<file path="src/rtl/flap_glyph_sequencer_pkg.sv">
// Shared types and constants for the split-flap glyph sequencer.
// Glyph codes: 0 blank, 1-26 A-Z, 27-36 0-9, 37 '-', 38 '.', 39 '!'.
package split_flap_pkg;

    typedef enum logic [1:0] {IDLE, FLIP, SETTLE} state_e;

    localparam int DEF_NUM_GLYPHS   = 40;
    localparam int DEF_SETTLE_TICKS = 2;

    localparam logic [5:0] GLYPH_BLANK = 6'd0;
    localparam logic [5:0] GLYPH_A     = 6'd1;
    localparam logic [5:0] GLYPH_Z     = 6'd26;
    localparam logic [5:0] GLYPH_0     = 6'd27;
    localparam logic [5:0] GLYPH_9     = 6'd36;
    localparam logic [5:0] GLYPH_DASH  = 6'd37;
    localparam logic [5:0] GLYPH_DOT   = 6'd38;
    localparam logic [5:0] GLYPH_BANG  = 6'd39;

    localparam logic [63:0] BLANK_PATTERN = 64'hFFFF_FFFF_FFFF_FFFF;

    // 5-column font {c0,c1,c2,c3,c4} (active-high, bit 0 = top row) placed
    // into columns 1..5 of the 8x8 panel and inverted to active-low.
    function automatic logic [63:0] place_font(input logic [39:0] f);
        logic [63:0] lit;
        lit = '0;
        for (int i = 0; i < 5; i++) begin
            lit[8*(i+1) +: 8] = f[8*(4-i) +: 8];
        end
        return ~lit;
    endfunction

endpackage

</file>
<file path="src/rtl/flap_glyph_sequencer_if.sv">
// Target-character valid/ready handshake into the glyph sequencer.
interface flap_glyph_sequencer_if;
    logic [5:0] target_char;
    logic       target_valid;
    logic       target_ready;

    modport master (output target_char, output target_valid, input  target_ready);
    modport slave  (input  target_char, input  target_valid, output target_ready);
endinterface

</file>
<file path="src/rtl/flap_glyph_sequencer_glyph_rom.sv">
// Combinational glyph code -> 64-bit active-low column pattern lookup.
module glyph_rom
    import split_flap_pkg::*;
(
    input  logic [5:0]  code,
    output logic [63:0] rows_off
);

    logic [39:0] font;
    logic        known;

    always_comb begin
        font  = '0;
        known = 1'b1;
        case (code)
            6'd0:  font = 40'h00_00_00_00_00;
            6'd1:  font = 40'h7C_12_11_12_7C;
            6'd2:  font = 40'h7F_49_49_49_36;
            6'd3:  font = 40'h3E_41_41_41_22;
            6'd4:  font = 40'h7F_41_41_22_1C;
            6'd5:  font = 40'h7F_49_49_49_41;
            6'd6:  font = 40'h7F_09_09_09_01;
            6'd7:  font = 40'h3E_41_49_49_7A;
            6'd8:  font = 40'h7F_08_08_08_7F;
            6'd9:  font = 40'h00_41_7F_41_00;
            6'd10: font = 40'h20_40_41_3F_01;
            6'd11: font = 40'h7F_08_14_22_41;
            6'd12: font = 40'h7F_40_40_40_40;
            6'd13: font = 40'h7F_02_0C_02_7F;
            6'd14: font = 40'h7F_04_08_10_7F;
            6'd15: font = 40'h3E_41_41_41_3E;
            6'd16: font = 40'h7F_09_09_09_06;
            6'd17: font = 40'h3E_41_51_21_5E;
            6'd18: font = 40'h7F_09_19_29_46;
            6'd19: font = 40'h46_49_49_49_31;
            6'd20: font = 40'h01_01_7F_01_01;
            6'd21: font = 40'h3F_40_40_40_3F;
            6'd22: font = 40'h1F_20_40_20_1F;
            6'd23: font = 40'h3F_40_38_40_3F;
            6'd24: font = 40'h63_14_08_14_63;
            6'd25: font = 40'h07_08_70_08_07;
            6'd26: font = 40'h61_51_49_45_43;
            6'd27: font = 40'h3E_51_49_45_3E;
            6'd28: font = 40'h00_42_7F_40_00;
            6'd29: font = 40'h42_61_51_49_46;
            6'd30: font = 40'h21_41_45_4B_31;
            6'd31: font = 40'h18_14_12_7F_10;
            6'd32: font = 40'h27_45_45_45_39;
            6'd33: font = 40'h3C_4A_49_49_30;
            6'd34: font = 40'h01_71_09_05_03;
            6'd35: font = 40'h36_49_49_49_36;
            6'd36: font = 40'h06_49_49_29_1E;
            6'd37: font = 40'h08_08_08_08_08;
            6'd38: font = 40'h00_60_60_00_00;
            6'd39: font = 40'h00_00_5F_00_00;
            default: known = 1'b0;
        endcase
        rows_off = known ? place_font(font) : BLANK_PATTERN;
    end

endmodule

</file>
<file path="src/rtl/flap_glyph_sequencer.sv">
// Split-flap style glyph stepper feeding the 8x8 column-scan driver.
// Optional FLAP_BLANK_STEP_EN: each advance spends one extra tick on a blank frame.
module flap_glyph_sequencer
    import split_flap_pkg::*;
#(
    parameter int NUM_GLYPHS   = DEF_NUM_GLYPHS,
    parameter int SETTLE_TICKS = DEF_SETTLE_TICKS
) (
    input  logic                   clk,
    input  logic                   reset,
    input  logic                   step_tick,
    flap_glyph_sequencer_if.slave  tgt_if,
    output logic [63:0]            col_rows_off,
    output logic [7:0]             cols_on,
    output logic [5:0]             cur_char,
    output logic                   busy,
    output logic                   done
);

    localparam logic [5:0] LAST_CODE   = 6'(NUM_GLYPHS - 1);
    localparam logic [3:0] SETTLE_LOAD = 4'(SETTLE_TICKS);

    state_e      state_q, state_d;
    logic [5:0]  cur_q, cur_d;
    logic [5:0]  tgt_q, tgt_d;
    logic [3:0]  cnt_q, cnt_d;
    logic        done_q, done_d;
    logic        ready_q, ready_d;
    logic        busy_q, busy_d;
    logic [63:0] rows_q, rows_d;
    logic [63:0] rom_rows;
    logic [5:0]  next_code;
    logic [5:0]  accepted;
    logic        adv;
    logic        blank_frame;
`ifdef FLAP_BLANK_STEP_EN
    logic        phase_q, phase_d;
`endif

    glyph_rom u_rom (
        .code     (cur_q),
        .rows_off (rom_rows)
    );

    assign next_code = (cur_q == LAST_CODE) ? GLYPH_BLANK : cur_q + 6'd1;
    // Out-of-range requests fall back to the blank glyph.
    assign accepted  = (tgt_if.target_char > LAST_CODE) ? GLYPH_BLANK : tgt_if.target_char;

`ifdef FLAP_BLANK_STEP_EN
    assign adv         = step_tick && phase_q;
    assign blank_frame = phase_q;
`else
    assign adv         = step_tick;
    assign blank_frame = 1'b0;
`endif

    always_comb begin
        state_d = state_q;
        cur_d   = cur_q;
        tgt_d   = tgt_q;
        cnt_d   = cnt_q;
        done_d  = 1'b0;
`ifdef FLAP_BLANK_STEP_EN
        phase_d = phase_q;
`endif
        case (state_q)
            IDLE: begin
                if (tgt_if.target_valid && ready_q) begin
                    tgt_d = accepted;
                    if (accepted != cur_q) begin
                        state_d = FLIP;
                    end else begin
                        state_d = SETTLE;
                        cnt_d   = SETTLE_LOAD;
                    end
                end
            end
            FLIP: begin
`ifdef FLAP_BLANK_STEP_EN
                if (step_tick) phase_d = ~phase_q;
`endif
                if (adv) begin
                    cur_d = next_code;
                    if (next_code == tgt_q) begin
                        state_d = SETTLE;
                        cnt_d   = SETTLE_LOAD;
                    end
                end
            end
            SETTLE: begin
                if (cnt_q == 4'd0) begin
                    done_d  = 1'b1;
                    state_d = IDLE;
                end else if (step_tick) begin
                    cnt_d = cnt_q - 4'd1;
                end
            end
            default: state_d = IDLE;
        endcase
        ready_d = (state_d == IDLE);
        busy_d  = (state_d != IDLE);
        rows_d  = blank_frame ? BLANK_PATTERN : rom_rows;
    end

    always_ff @(posedge clk) begin
        if (reset) begin
            state_q <= IDLE;
            cur_q   <= GLYPH_BLANK;
            tgt_q   <= GLYPH_BLANK;
            cnt_q   <= 4'd0;
            done_q  <= 1'b0;
            ready_q <= 1'b0;
            busy_q  <= 1'b0;
            rows_q  <= BLANK_PATTERN;
`ifdef FLAP_BLANK_STEP_EN
            phase_q <= 1'b0;
`endif
        end else begin
            state_q <= state_d;
            cur_q   <= cur_d;
            tgt_q   <= tgt_d;
            cnt_q   <= cnt_d;
            done_q  <= done_d;
            ready_q <= ready_d;
            busy_q  <= busy_d;
            rows_q  <= rows_d;
`ifdef FLAP_BLANK_STEP_EN
            phase_q <= phase_d;
`endif
        end
    end

    assign tgt_if.target_ready = ready_q;
    assign col_rows_off        = rows_q;
    assign cols_on             = 8'hFF;
    assign cur_char            = cur_q;
    assign busy                = busy_q;
    assign done                = done_q;

endmodule

</file>
<file path="src/flat_wrapper.sv">
// flat-port wrapper written by rule: the top's interface ports become plain ports
module flap_glyph_sequencer_flat import split_flap_pkg::*;
#(
    parameter int NUM_GLYPHS   = DEF_NUM_GLYPHS,
    parameter int SETTLE_TICKS = DEF_SETTLE_TICKS
)
  (clk, reset, step_tick, col_rows_off, cols_on, cur_char, busy, done, tgt_if_target_char, tgt_if_target_valid, tgt_if_target_ready);
  flap_glyph_sequencer_if tgt_if_i ();
  input  logic clk;
  input  logic reset;
  input  logic step_tick;
  output logic [63:0] col_rows_off;
  output logic [7:0] cols_on;
  output logic [5:0] cur_char;
  output logic busy;
  output logic done;
  input wire logic [$bits(tgt_if_i.target_char)-1:0] tgt_if_target_char;
  input wire logic [$bits(tgt_if_i.target_valid)-1:0] tgt_if_target_valid;
  output wire logic [$bits(tgt_if_i.target_ready)-1:0] tgt_if_target_ready;
  assign tgt_if_i.target_char = tgt_if_target_char;
  assign tgt_if_i.target_valid = tgt_if_target_valid;
  assign tgt_if_target_ready = tgt_if_i.target_ready;
  flap_glyph_sequencer #(.NUM_GLYPHS(NUM_GLYPHS), .SETTLE_TICKS(SETTLE_TICKS)) u_core (.clk(clk), .reset(reset), .step_tick(step_tick), .tgt_if(tgt_if_i), .col_rows_off(col_rows_off), .cols_on(cols_on), .cur_char(cur_char), .busy(busy), .done(done));
endmodule
</file>
<file path="config.mk">
export PLATFORM = sky130hd
export DESIGN_NAME = flap_glyph_sequencer_flat
export DESIGN_NICKNAME = d
export VERILOG_FILES = /design/src/rtl/flap_glyph_sequencer_pkg.sv /design/src/rtl/flap_glyph_sequencer_if.sv /design/src/rtl/flap_glyph_sequencer_glyph_rom.sv /design/src/rtl/flap_glyph_sequencer.sv /design/src/flat_wrapper.sv
export SDC_FILE = /design/constraint.sdc
export NUM_CORES = 1
export LEC_CHECK = 0
export CAP_MARGIN = 15
export CORE_MARGIN = 5
export CORE_UTILIZATION = 50
export CTS_CLUSTER_DIAMETER = 80
export DETAILED_ROUTE_END_ITERATION = 12
export MAX_ROUTING_LAYER = met4
export PLACE_DENSITY = 0.81
export SYNTH_ARGS = -nofsm -noshare
export SYNTH_HDL_FRONTEND = slang
export SYNTH_SLANG_ARGS = --single-unit
</file>
<file path="constraint.sdc">
create_clock -name clk -period 3 [get_ports clk]
set_input_delay 0.45 -clock clk [delete_from_list [all_inputs] [get_ports clk]]
set_output_delay 0.45 -clock clk [all_outputs]
set_load 0.01 [all_outputs]
</file>
* Word level (Yosys, flattened, before mapping) *
Cells that the tools add are included.

word-level totals
  flip-flop bits (word level) = 85
  output and inout bits = 81

operators by class
  mux-type cells = 18
  bitwise logic cells = 3
  magnitude comparators = 1
  reduce and logical (&&, ||, !) cells = 13
  equal/unequal tests = 49
  $add $sub $neg = 2

operators with widths
  operator                                                                  number
  39-bit case mux with 39 select lines                                      1
  6-bit by 5-bit == test with 1-bit output (second input constant)          16
  48-bit NOT with 64-bit output                                             1
  6-bit by 4-bit == test with 1-bit output (second input constant)          8
  6-bit == test (second input constant)                                     8
  40-bit OR reduction                                                       1
  6-bit by 3-bit == test with 1-bit output (second input constant)          4
  4-bit two-way mux                                                         6
  6-bit by 2-bit == test with 1-bit output (second input constant)          2
  6-bit two-way mux                                                         2
  4-bit case mux with 3 select lines                                        1
  2-bit two-way mux                                                         5
  2-bit inequality test (second input constant)                             4
  7-bit AND reduction                                                       1
  6-bit by 1-bit adder with 6-bit output (second input constant)            1
  6-bit by 1-bit == test with 1-bit output (second input constant)          1
  6-bit == test                                                             1
  6-bit greater-than comparator (second input constant)                     1
  6-bit zero test                                                           1
  6-bit inequality test                                                     1
  2-bit case mux with 3 select lines                                        1
  2-bit zero test                                                           2
  4-bit zero test                                                           1
  2-bit by 1-bit inequality test with 1-bit output (second input constant)  2
  other kinds (10)                                                          14

* Depth between registers and ports, before layout *
  depth in word-level cells = 7
  gate-level depth with buffers = 10

* Modules after synthesis *
From an unflattened synthesis, not the netlist that was laid out.

second synthesis, totals
  cell total of the unflattened synthesis = 639
  area, all modules = 5,176.2 sq um

by module, submodules not included
  module                instances  seq. area each (sq um)  area each (sq um)  cells an instance
  flap_glyph_sequencer  1          1,701.6                 3,042.9            301
  glyph_rom             1          0.0                     2,133.3            338

* Least setup slack after synthesis *
Ideal clock, no wire load.

  path type = reg-to-reg
  start = reg u_core.cur_q[0] (netlist: u_core.cur_char[0])
  end = reg u_core.rows_q[24] (netlist: u_core.col_rows_off[24])
  stages on the path, launching flop included = 10
  setup slack = 0.356 ns
  path buffers = 2
  arrival = 2.543 ns
  setup time = 0.101 ns
  clock period less this slack = 2.644 ns
  cell sequence = dfxtp_1 -> clkbuf_1 -> inv_1 -> ha_1 -> clkbuf_1 -> nor2_1 -> o21ai_0 -> or3b_2 -> nand2b_1 -> o41ai_1

on the way
  cells in the longest elaborated chain, start to end = 5
  elaborated cells between the ends (all ways) = 46
  classes of those cells = 39 x eq/ne; 2 x mux; 2 x bitwise; 3 x reduce/logical

ends and longest elaborated chain
  what                                         line                                  source
  from (decl)                                  flap_glyph_sequencer.sv:24            logic [5:0] cur_q, cur_d;
  from (signal assigned)                       flap_glyph_sequencer.sv:120           cur_q <= cur_d;
  6-bit == test, or another cell as far along  flap_glyph_sequencer_glyph_rom.sv:15  case (code)
  40-bit OR reduction (no source line)         -
  1-bit two-way mux                            flap_glyph_sequencer_glyph_rom.sv:15
  1-bit NOT (no source line)                   -
  2-bit OR reduction (no source line)          -
  to (signal assigned)                         flap_glyph_sequencer.sv:126           rows_q <= rows_d;
  to (decl)                                    flap_glyph_sequencer.sv:30            logic [63:0] rows_q, rows_d;

Parallel ways exist; a longest one is shown, timed or not.
A chain may end at the register's enable or synchronous reset.

* Worst setup path after layout *
  start = reg u_core.cur_q[1] (netlist: u_core.cur_char[1])
  end = reg u_core.rows_q[11] (netlist: u_core.col_rows_off[11])

Same word-level chain as after synthesis.

==> results_dict.tcl <==
set metrics [dict create \
    critPathMaxFanout 10 \
    top_usage_layer "met2" \
    synth-async-reset-ratio_pct 0 \
    numCtsBuffers 5 \
    antenna_found_initial 0 \
    synth-seq-cells 56 \
    chipHeight_microns 96.5 \
    worst_setup_path_end_kind "flop" \
    crit_slowest_cell "dfxtp_1" \
    cts_setup_buffers 0 \
    grt_max_degree 23 \
    num_rows 31 \
    finalSetupTns_ns 0 \
    ctsHtreeMaxLevel 2 \
    synth_ff_type "dfxtp_1" \
    period_needed_ns 2.79 \
    maxCapViolCount 0 \
    yosysSeqAreaShare_pct 30.0 \
    internal-power_mw 1.08 \
    dp_hpwl_mm 9.98 \
    grt_pass1_wl_mm 19.5 \
    drt_iter0_drc 433 \
    ys_top_cells_by_area "dfxtp_1 30%, buf_4 7.4%, o21ai_0 6.0%" \
    dpl-instance-area_sq_um 4480 \
    power_switching_mw 0.382 \
    detail-route-antenna-nets 0 \
    hold_viol_final 0 \
    crit_path_max_incr_delay_ns 0.51 \
    leakagePower_nw 1.96 \
    worstMarginPinSlew_ns 0.577 \
    comb_power_share_pct 13.2 \
    power.density_nw_per_um2 318 \
    start_kind "flop" \
    worstPathCellList "inv_1 -> ha_1 -> nor2_1 -> nor2b_1 -> or3_1 -> a21oi_1 -> nand3_1 -> or3_1 -> o21ai_0" \
    power.share.clock_pct 34.8 \
    core_sq_um 7250 \
    ir_worst_vdd_uv 212 \
    fp.dieW_microns 96.5 \
    place.gp.congestion 1.01 \
    slew_headroom_pct 61.5 \
    n_antenna_cell 0 \
    crit_type "reg2reg" \
    cpMostUsedCell "or3_1" \
    swShare_pct 26.2 \
    cts_tree "done" \
    finalNetCount 598 \
    place.port_buffers 53 \
    rsz0062_at_grt "false" \
    vias_per_cell 5.94 \
    hp-class "reg2reg" \
    start_util_pct 51.6 \
    fin_skew_ns 0.0113 \
    setup_viol 0 \
    nFillCells 651 \
    synth.distinct_cells 60 \
    outcome "finished clean" \
    grt_use_met3_pct 4.18 \
    grt_pass1_vias 3835 \
    firstDrtPassIters 8 \
    maxSlewViolCount 0 \
    fmax_ghz 0.358 \
    synth.yosys.warnings 0 \
    drc_errors 0 \
    netlist_area_sq_um 3740 \
    die-area_sq_um 9310 \
    crit_arrival_ns 3.03 \
    insertion_delay_ns 0.32 \
    syn2layout_area_growth_pct 22.7 \
    syn_area_per_cell_sq_um 7.34 \
    post_cts_resized 0 \
    seqPwrFrac_pct 52.0 \
    syn_inst 510 \
    wl_per_cell_microns 18.8 \
    cts_sinks 56 \
    via_count 4053 \
    routed_wl_mm 12.8 \
    synth_area_leader_cell "dfxtp_1" \
    use_met2_pct 46.6 \
    clk_pin_slew_worst_paths_ns 0.11 \
    met1_usage_pct 32.3 \
    grt.total_usage_pct 28.2 \
    root_buffer "clkbuf_8" \
    fin_area_sq_um 4590 \
    yosysTopAreaCellShare_pct 30.0 \
    min_period_over_period_pct 93.1 \
    drive_gt1_share_pct 11.1 \
    hold_buffers 0 \
    ios 91 \
    grt.overflow.total 0 \
    ctsLongestPathBuffers 2 \
    cp.required_ns 3.23 \
    synth-edff-count 0 \
]
worst max-delay path: cells and delay by family (launching register included):
family | cells | cell delay, ns
and+or+nand+nor | 5 | 1.21
AOI/OAI and AO/OA | 2 | 0.55
DFF | 1 | 0.51
adders and majority gates | 1 | 0.26
buffers and inverters | 1 | 0.17
cell families (layout without fill, tap and decap cells):
group	after synthesis	in the layout	synth area share, %
flops	56	56	30.0
buf+inv	80	117	12.2
simple gates	210	210	27.8
xor+xnor	11	11	2.58
fa+ha+maj	6	6	2.01
mux	4	4	1.24
compound gates	142	142	24.0
other cells	1	37	0.100
cell usage after synthesis, types with 4 or more instances:
cell type	n
clkbuf_1	25
o22ai_1	5
inv_1	9
xor2_1	4
nor4_1	7
nor2_1	59
xnor2_1	7
a22oi_1	4
buf_1	4
and3_1	6
nand2b_1	10
nor3_1	15
buf_4	37
ha_1	6
o21a_1	6
a31oi_1	13
nor2b_1	6
and2_1	4
nand3_1	16
o21ai_0	45
nand2_1	53
o31ai_1	12
dfxtp_1	56
a21oi_1	30
nor3b_1	6
a211oi_1	4
nand3b_1	5
or3_1	8
registers in the layout (all words and copies together), names as in the netlist:
signal and count:
u_core.tgt_q 6, u_core.cnt_q 4, u_core.tgt_if.target_ready 1, u_core.state_q 2, u_core.done 1, u_core.cur_char 6, u_core.col_rows_off 35, u_core.busy 1
power by group through the flow:
stage	combinational (mW)	clock [mW]	sequential, mW
after CTS	0.186	0.519	0.760
after floorplan	0.152	0	0.778
final	0.192	0.508	0.760
after global placement	0.185	0	0.776
after global routing	0.207	0.557	0.762
after detailed placement	0.185	0	0.777
stage by stage:
stage          util (%)  total power, mW  worst slack (ns)  hold WS, ns  cells
2_1_floorplan         -            0.930             0.356        0.456    546
3_3_place_gp       61.8            0.961             0.258        0.468    674
3_5_place_dp       61.8            0.962             0.287        0.481    674
4_1_cts            63.3             1.46             0.259        0.506    682
5_1_grt            63.3             1.53             0.105        0.546    682
6_report           63.3             1.46             0.207        0.501    682
path summary, 6_finish.rpt:
kind                                         from                                  to  slack [ns]  cells after the start
setup / recovery  u_core.cur_char[1]$_SDFFE_PP0P_  u_core.col_rows_off[11]$_SDFF_PP1_        0.21                      9
hold / removal       u_core.cnt_q[1]$_SDFFE_PP0P_        u_core.cnt_q[1]$_SDFFE_PP0P_        0.50                      1
setup reg to reg  u_core.cur_char[1]$_SDFFE_PP0P_  u_core.col_rows_off[11]$_SDFF_PP1_        0.21                      9
hold reg to reg      u_core.cnt_q[1]$_SDFFE_PP0P_        u_core.cnt_q[1]$_SDFFE_PP0P_        0.50                      1
placed cells by master (no fill, tap or decap), types with 3 or more instances in the layout:
cell	count
a211oi_1	4
a21o_1	3
a21oi_1	30
a22oi_1	4
a31oi_1	13
and2_1	4
and3_1	6
buf_4	46
clkbuf_8	5
clkdlybuf4s50_1	53
conb_1	37
dfxtp_1	56
ha_1	6
inv_1	9
nand2_1	53
nand2b_1	10
nand3_1	16
nand3b_1	5
nand4_1	3
nor2_1	59
nor2b_1	6
nor3_1	15
nor3b_1	6
nor4_1	7
o211ai_1	3
o21a_1	6
o21ai_0	45
o22ai_1	5
o31ai_1	12
o41ai_1	3
or3_1	8
xnor2_1	7
xor2_1	4
routing by layer:
| layer | vias up | wire, microns |
|---|---|---|
| met5 | - | 0 |
| met4 | 0 | 776 |
| met3 | 69 | 1060 |
| met2 | 258 | 6100 |
| met1 | 1842 | 4850 |
| li1 | 1884 | - |
layout make-up:
class | instances | area [sq um] | area share (%)
Clock buffer | 6 | 72.6 | 1.58
Inverter | 9 | 33.8 | 0.736
Tap cell | 99 | 124 | 2.70
Multi-Input combinational cell | 410 | 2300 | 50.2
Sequential cell | 56 | 1120 | 24.4
Clock inverter | 2 | 38.8 | 0.845
Timing Repair Buffer | 100 | 896 | 19.5
Note: power is estimated with default switching activity, not from simulation.
